--- src/rtl/drive_cmd_sched.sv ---
// Command scheduler for the left/right motor drivers: frame parsing, emergency-stop latch,
// link watchdog and a per-side direction FSM that coasts for DEADTIME ticks between drives.
module drive_cmd_sched #(
  parameter int DEADTIME = 4,
  parameter int TIMEOUT  = 250,
  parameter int WDW      = 16
) (
  input  logic       clk,
  input  logic       reset,
  input  logic [7:0] rx_data,
  input  logic       rx_valid,
  input  logic       tick,
  output logic [1:0] lcmd,
  output logic [1:0] rcmd,
  output logic       link_ok,
  output logic       estop
);

  localparam int DCW = (DEADTIME < 2) ? 1 : $clog2(DEADTIME + 1);
  localparam logic [DCW-1:0] DT_LAST = DCW'(DEADTIME - 1);
  localparam logic [WDW-1:0] WD_LAST = WDW'(TIMEOUT - 1);

  typedef enum logic [1:0] {
    ST_IDLE = 2'd0,
    ST_RUN  = 2'd1,
    ST_DEAD = 2'd2
  } state_t;

  logic           estop_q, estop_d;
  logic           link_ok_q, link_ok_d;
  logic [WDW-1:0] wd_q, wd_d;
  logic [1:0]     req_q [2];
  logic [1:0]     req_d [2];
  state_t         st_q [2];
  state_t         st_d [2];
  logic [1:0]     dir_q [2];
  logic [1:0]     dir_d [2];
  logic [1:0]     out_q [2];
  logic [1:0]     out_d [2];
  logic [DCW-1:0] dcnt_q [2];
  logic [DCW-1:0] dcnt_d [2];
  logic           drive_ok_s;

  // The reserved 11 command is never stored, so the FSM only ever sees stop/fwd/rev.
  function automatic logic [1:0] norm_cmd(input logic [1:0] c);
    return (c == 2'b11) ? 2'b00 : c;
  endfunction

  assign drive_ok_s = rx_valid && (rx_data[7:6] == 2'b00) && !estop_q;

  // Frame decode, estop latch and link watchdog; an accepted drive frame beats a tick.
  always_comb begin
    estop_d   = estop_q;
    link_ok_d = link_ok_q;
    wd_d      = wd_q;
    req_d[0]  = req_q[0];
    req_d[1]  = req_q[1];
    if (drive_ok_s) begin
      req_d[0]  = norm_cmd(rx_data[5:4]);
      req_d[1]  = norm_cmd(rx_data[3:2]);
      wd_d      = '0;
      link_ok_d = 1'b1;
    end else if (link_ok_q && tick) begin
      if (wd_q == WD_LAST) begin
        link_ok_d = 1'b0;
        wd_d      = '0;
        req_d[0]  = 2'b00;
        req_d[1]  = 2'b00;
      end else begin
        wd_d = wd_q + 1'b1;
      end
    end else begin
      wd_d = wd_q;
    end
    if (rx_valid) begin
      case (rx_data[7:6])
        2'b11: begin
          estop_d  = 1'b1;
          req_d[0] = 2'b00;
          req_d[1] = 2'b00;
        end
        2'b01:   estop_d = 1'b0;
        default: estop_d = estop_q;
      endcase
    end else begin
      estop_d = estop_q;
    end
  end

  // Per-side direction FSM; DEAD always counts out the full dead-time before re-driving.
  always_comb begin
    for (int s = 0; s < 2; s++) begin
      st_d[s]   = st_q[s];
      dir_d[s]  = dir_q[s];
      out_d[s]  = 2'b00;
      dcnt_d[s] = dcnt_q[s];
      case (st_q[s])
        ST_IDLE: begin
          if (req_q[s] != 2'b00) begin
            st_d[s]  = ST_RUN;
            dir_d[s] = req_q[s];
            out_d[s] = req_q[s];
          end else begin
            out_d[s] = 2'b00;
          end
        end
        ST_RUN: begin
          if (req_q[s] != dir_q[s]) begin
            st_d[s]   = ST_DEAD;
            out_d[s]  = 2'b00;
            dcnt_d[s] = '0;
          end else begin
            out_d[s] = dir_q[s];
          end
        end
        ST_DEAD: begin
          if (tick) begin
            if (dcnt_q[s] == DT_LAST) begin
              dcnt_d[s] = '0;
              if (req_q[s] == 2'b00) begin
                st_d[s] = ST_IDLE;
              end else begin
                st_d[s]  = ST_RUN;
                dir_d[s] = req_q[s];
                out_d[s] = req_q[s];
              end
            end else begin
              dcnt_d[s] = dcnt_q[s] + 1'b1;
            end
          end else begin
            dcnt_d[s] = dcnt_q[s];
          end
        end
        default: begin
          st_d[s]   = ST_IDLE;
          dir_d[s]  = 2'b00;
          out_d[s]  = 2'b00;
          dcnt_d[s] = '0;
        end
      endcase
    end
  end

  // State registers with synchronous active-low reset.
  always_ff @(posedge clk) begin
    if (!reset) begin
      estop_q   <= 1'b0;
      link_ok_q <= 1'b0;
      wd_q      <= '0;
      for (int s = 0; s < 2; s++) begin
        req_q[s]  <= 2'b00;
        st_q[s]   <= ST_IDLE;
        dir_q[s]  <= 2'b00;
        out_q[s]  <= 2'b00;
        dcnt_q[s] <= '0;
      end
    end else begin
      estop_q   <= estop_d;
      link_ok_q <= link_ok_d;
      wd_q      <= wd_d;
      for (int s = 0; s < 2; s++) begin
        req_q[s]  <= req_d[s];
        st_q[s]   <= st_d[s];
        dir_q[s]  <= dir_d[s];
        out_q[s]  <= out_d[s];
        dcnt_q[s] <= dcnt_d[s];
      end
    end
  end

  assign lcmd    = out_q[0];
  assign rcmd    = out_q[1];
  assign link_ok = link_ok_q;
  assign estop   = estop_q;

endmodule

--- config.mk ---
export PLATFORM = sky130hd
export DESIGN_NAME = drive_cmd_sched
export DESIGN_NICKNAME = d
export VERILOG_FILES = /design/src/rtl/drive_cmd_sched.sv
export SDC_FILE = /design/constraint.sdc
export NUM_CORES = 1
export LEC_CHECK = 0
export CAP_MARGIN = 20
export CORE_ASPECT_RATIO = 1.5
export CORE_MARGIN = 3
export CORE_UTILIZATION = 50
export DETAILED_ROUTE_END_ITERATION = 8
export GPL_TIMING_DRIVEN = 0
export PLACE_DENSITY = 0.71
export SETUP_SLACK_MARGIN = 0.4
export SYNTH_ARGS = -nofsm -noshare
export SYNTH_HDL_FRONTEND = slang
export SYNTH_SLANG_ARGS = --single-unit
--- constraint.sdc ---
create_clock -name clk -period 2.85 [get_ports clk]
set_clock_uncertainty 0.15 [all_clocks]
set_input_delay 0.855 -clock clk [delete_from_list [all_inputs] [get_ports clk]]
set_output_delay 0.855 -clock clk [all_outputs]
set_load 0.05 [all_outputs]
[Yosys cells after proc, flatten, opt, wreduce, memory -nomap -nowiden]
Memories as Yosys holds them, arrays and structs flattened.
Index checks and enable logic that the tools add are counted.
Cells by class
  add/sub/neg operators: 3
  multiply operators: 0
  divide/modulo/power cells: 0
  order comparisons: 0
  eq/ne operators: 13
  shifts and indexed selects: 0
  muxes and demuxes: 66
  bitwise gates (word level): 11
  reductions and logical operators: 17
Operators with widths (number)
  2-to-1 mux 2 bit: 36
  one-hot mux 2 bit (3 select lines): 6
  2-to-1 mux 3 bit: 8
  2-to-1 mux 4 bit: 5
  one-hot mux 3 bit (3 select lines): 2
  adder 16 x 1 -> 16 bit, second input constant: 1
  equality test 16 x 8 -> 1 bit, second input constant: 1
  2-to-1 mux 16 bit: 1
  equality test 2 bit, second input constant: 5
  logical NOT 2 bit: 5
  bitwise OR 1 bit: 10
  nonzero test 2 bit: 5
  2-to-1 mux 1 bit: 7
  adder 3 x 1 -> 3 bit, second input constant: 2
  equality test 2 x 1 -> 1 bit, second input constant: 3
  equality test 3 x 2 -> 1 bit, second input constant: 2
  inequality test 2 bit: 2
  AND reduction 2 bit: 2
  logical AND 1 bit: 3
  one-hot mux 1 bit (2 select lines): 1
  OR reduction 2 bit: 1
  logical NOT 1 bit: 1
  inverter 1 bit: 1
Word-level totals
  bits in registers: 18
  bits in latches: 0
  memory bits (writable): 22
  ROM bits: 0
  word-level logic and storage cells: 118
  memories kept: 5
Memories
  dcnt_q: words 2, width 3, rd ports 2, clocked after Yosys merged registers in 0, write ports 2, line 40  | logic [DCW-1:0] dcnt_q [2];
  dir_q: words 2, width 2, rd ports 2, clocked after Yosys merged registers in 0, write ports 2, line 36  | logic [1:0] dir_q [2];
  out_q: words 2, width 2, rd ports 2, clocked after Yosys merged registers in 0, write ports 2, line 38  | logic [1:0] out_q [2];
  req_q: words 2, width 2, rd ports 2, clocked after Yosys merged registers in 0, write ports 2, line 32  | logic [1:0] req_q [2];
  st_q: words 2, width 2, rd ports 2, clocked after Yosys merged registers in 0, write ports 2, line 34  | state_t st_q [2];

[Logic depth before layout (Yosys ltp)]
  depth in word-level cells: 7
  depth in mapped cells: 7

[Worst setup path before layout]
OpenSTA, ideal clock, no wires.
  kind: reg2reg
  from: register link_ok_q, in the netlist link_ok
  to: register wd_q[11]
  data arrival time: 1934 ps
  data required time: 2630 ps
  slack: 696 ps
  stages on the path, launching flop included: 6
  period minus slack after synthesis: 2154 ps
  cell sequence: dfxtp_1 buf_2 nand3_1 or4_1 or3_1 a21oi_1
On the way
  cells in the longest elaborated chain, start to end: 1
Ends and longest elaborated chain
  start: declaration: line 30  | logic link_ok_q, link_ok_d;
  start signal: assignment: line 159  | link_ok_q <= link_ok_d;
  logical AND 1 bit: line 63  | end else if (link_ok_q && tick) begin
  end signal: assignment: line 160  | wd_q <= wd_d;
  end: declaration: line 31  | logic [WDW-1:0] wd_q, wd_d;
Every way passes these cells.
A chain may end at the register's enable or synchronous reset.

==> flow_metrics.env <==
export IMPL_status="finished clean"
export IMPL_yosysSeqAreaShare_pct=40.1
export IMPL_syn_avg_cell_area_um2=8.54
export IMPL_die_w_um=57.6
export IMPL_synth_edf_count=0
export IMPL_reg2reg_slack_ps=580
export IMPL_drive_gt1_share_pct=6.25
export IMPL_first_iter_violations=68
export IMPL_area_growth_pct=15.3
export IMPL_fin_tns_setup_ps=0
export IMPL_grt_pass1_wl_um=6780
export IMPL_start_util_pct=53.3
export IMPL_die_h_um=83.5
export IMPL_slew_headroom_pct=57.0
export IMPL_dp_hpwl_um=2990
export IMPL_drt_wl_total_um=3980
export IMPL_ant_nets=0
export IMPL_final_nets=272
export IMPL_crit_type="flop to output port"
export IMPL_start_kind="flop"
export IMPL_synth_cell_type_count=47
export IMPL_antenna_found_initial=0
export IMPL_critPathBufInv=1
export IMPL_cts_buffer_depth=2
export IMPL_async_flop_share_pct=0
export IMPL_setup_viol=0
export IMPL_routedWlPerCell_um=13.3
export IMPL_globalplace_congestion=0.867
export IMPL_critical_path_max_stage_delay_ps=790
export IMPL_antenna_cells=0
export IMPL_layout_common_cells="40 x dfxtp_1, 19 x nand2_1, 19 x nor2_1"
export IMPL_io_pins=18
export IMPL_rsz0062_at_grt="false"
export IMPL_ir_drop_mv=0.395
export IMPL_core_um2=3750
export IMPL_power_leakage_uw=0.000815
export IMPL_io_buffers=15
export IMPL_crit_arrival_ps=1390
export IMPL_critical_path_top_delay_family="buffers and inverters"
export IMPL_synth_top_area_share_pct=40.1
export IMPL_worstMarginPinSlew_ps=638
export IMPL_drc_errors=0
export IMPL_cts_tree="built"
export IMPL_grt_max_degree=12
export IMPL_yosysTopAreaCell="dfxtp_1"
export IMPL_syn_inst=234
export IMPL_ys_flop_type="dfxtp_1"
export IMPL_cts_buffers=5
export IMPL_htreeDepth=2
export IMPL_final_util_pct=61.5
export IMPL_first_global_vias=1554
export IMPL_report_final_slew_viol_count=0
export IMPL_layout_commonest_cell="dfxtp_1"
export IMPL_synth_fp_nets=250
export IMPL_period_minus_slack_ps=2390
export IMPL_grtUsageTotal_pct=17.8
export IMPL_yosysWarnings=0
export IMPL_power_density_nw_per_um2=443
export IMPL_cts_root_buf="clkbuf_8"
export IMPL_worst_skew_pair_late_latency_ps=290
export IMPL_vias_per_cell=5.78
export IMPL_maxCapViolations=0
export IMPL_overflow=0
export IMPL_crit_fanout=1
export IMPL_endpoint_kind="output port"
export IMPL_rows=27
export IMPL_finalHoldViolCount=0
export IMPL_hold_class="flop to flop"
export IMPL_path_cells="clkdlybuf4s50_1"
export IMPL_die_area_um2=4810
export IMPL_critPathRequiredTime_ps=1850
export IMPL_ys_seq_elements=40
export IMPL_cts_sinks=40
export IMPL_clkTransAtPathRegs_ps=70
export IMPL_max_freq_ghz=0.418
export IMPL_drt_pass1_iterations=4
export IMPL_syn_area_um2=2000
export IMPL_min_period_over_period_pct=83.9
export IMPL_synthTopCellsByArea="dfxtp_1 40%, xnor2_1 6.1%, mux2i_1 4.5%"
export IMPL_cp_slowest_cell="clkdlybuf4s50_1"
export IMPL_via_count=1728
## cells in the mapped netlist (2+ instances only)
cell,n
dfxtp_1,40
nand2_1,19
nor2_1,19
inv_1,15
nand3_1,15
xnor2_1,14
a21oi_1,13
mux2i_1,9
o21ai_0,7
o22ai_1,6
clkbuf_1,5
nand3b_1,5
nand4_1,5
nor2b_1,5
and3_1,4
ha_1,4
nor3_1,4
nor4_1,4
o32ai_1,4
a21boi_0,3
nand2b_1,3
and2_1,2
and3b_1,2
nor3b_1,2
o211a_1,2
xor2_1,2
## power breakdown
part           internal (uW)  total (uW)  switching, uW  leakage (uW)
Combinational           40.9        94.1           53.2      0.000451
Sequential               567         576           9.18      0.000323
Clock                    166         351            185     0.0000410
## final cells by class
type                            count  area [um^2]
Tap cell                           43         53.8
Timing Repair Buffer               15          154
Clock inverter                      1         5.00
Inverter                           15         56.3
Sequential cell                    40          801
Buffer                              8         40.0
Fill cell                         347         1450
Multi-Input combinational cell    171         1120
Clock buffer                        6         72.6
## state kept, by name, indices dropped and copies added, names as in the netlist
signal / count
wd_q: 16
dcnt_q: 6
dir_q: 4
out_q: 4
req_q: 4
st_q: 4
estop: 1
link_ok: 1
## per-layer routing
layer	part of all wire (%)	vias to the layer above	GRT usage, %
li1	-	878	-
met1	43	810	19.9
met2	51	30	30.7
met3	2.7	10	4.18
met4	2.8	0	8.23
met5	0	-	0
## through the flow
stage | worst slack [ps] | cell area (um^2) | total power (uW) | cells | hold WS, ps
after floorplan | 696 | 2000 | 648 | 234 | 270
after global placement | 9.48 | 2200 | 683 | 292 | 283
after detailed placement | 31.9 | 2200 | 683 | 292 | 287
after CTS | 412 | 2290 | 1040 | 299 | 304
after global routing | 407 | 2300 | 1070 | 299 | 323
final | 459 | 2300 | 1020 | 299 | 302
## path summary, 6_finish.rpt
check | start | to | depth (start not counted)
worst max-delay path | out_q[0][1]$_SDFF_PN0_ | lcmd[1] | 1
worst min-delay path | dcnt_q[0][5]$_SDFFE_PN0P_ | dcnt_q[0][5]$_SDFFE_PN0P_ | 2
worst max register to register | wd_q[0]$_SDFFE_PP0N_ | req_q[0][2]$_SDFF_PN0_ | 5
worst min register to register | dcnt_q[0][5]$_SDFFE_PN0P_ | dcnt_q[0][5]$_SDFFE_PN0P_ | 2
## what timing repair did
action | in CTS | in global routing
gates cloned | 0 | 0
resized for setup | 3 | 4
hold buffers | 0 | 0
setup buffers | 0 | 0
setup endpoints to repair | 6 | 19
## kinds of logic after synthesis
kind of cell               Yosys count  synth area share (%)
DFF                                 40                  40.1
adders and majority gates            4                  2.50
muxes                                9                  4.51
xor gates and xnor gates            16                  7.01
AOI/OAI and AO/OA                   44                  14.6
buffers and inverters               23                  4.76
and+or+nand+nor                     98                  26.5
Note: power is estimated with default switching activity, not from simulation.
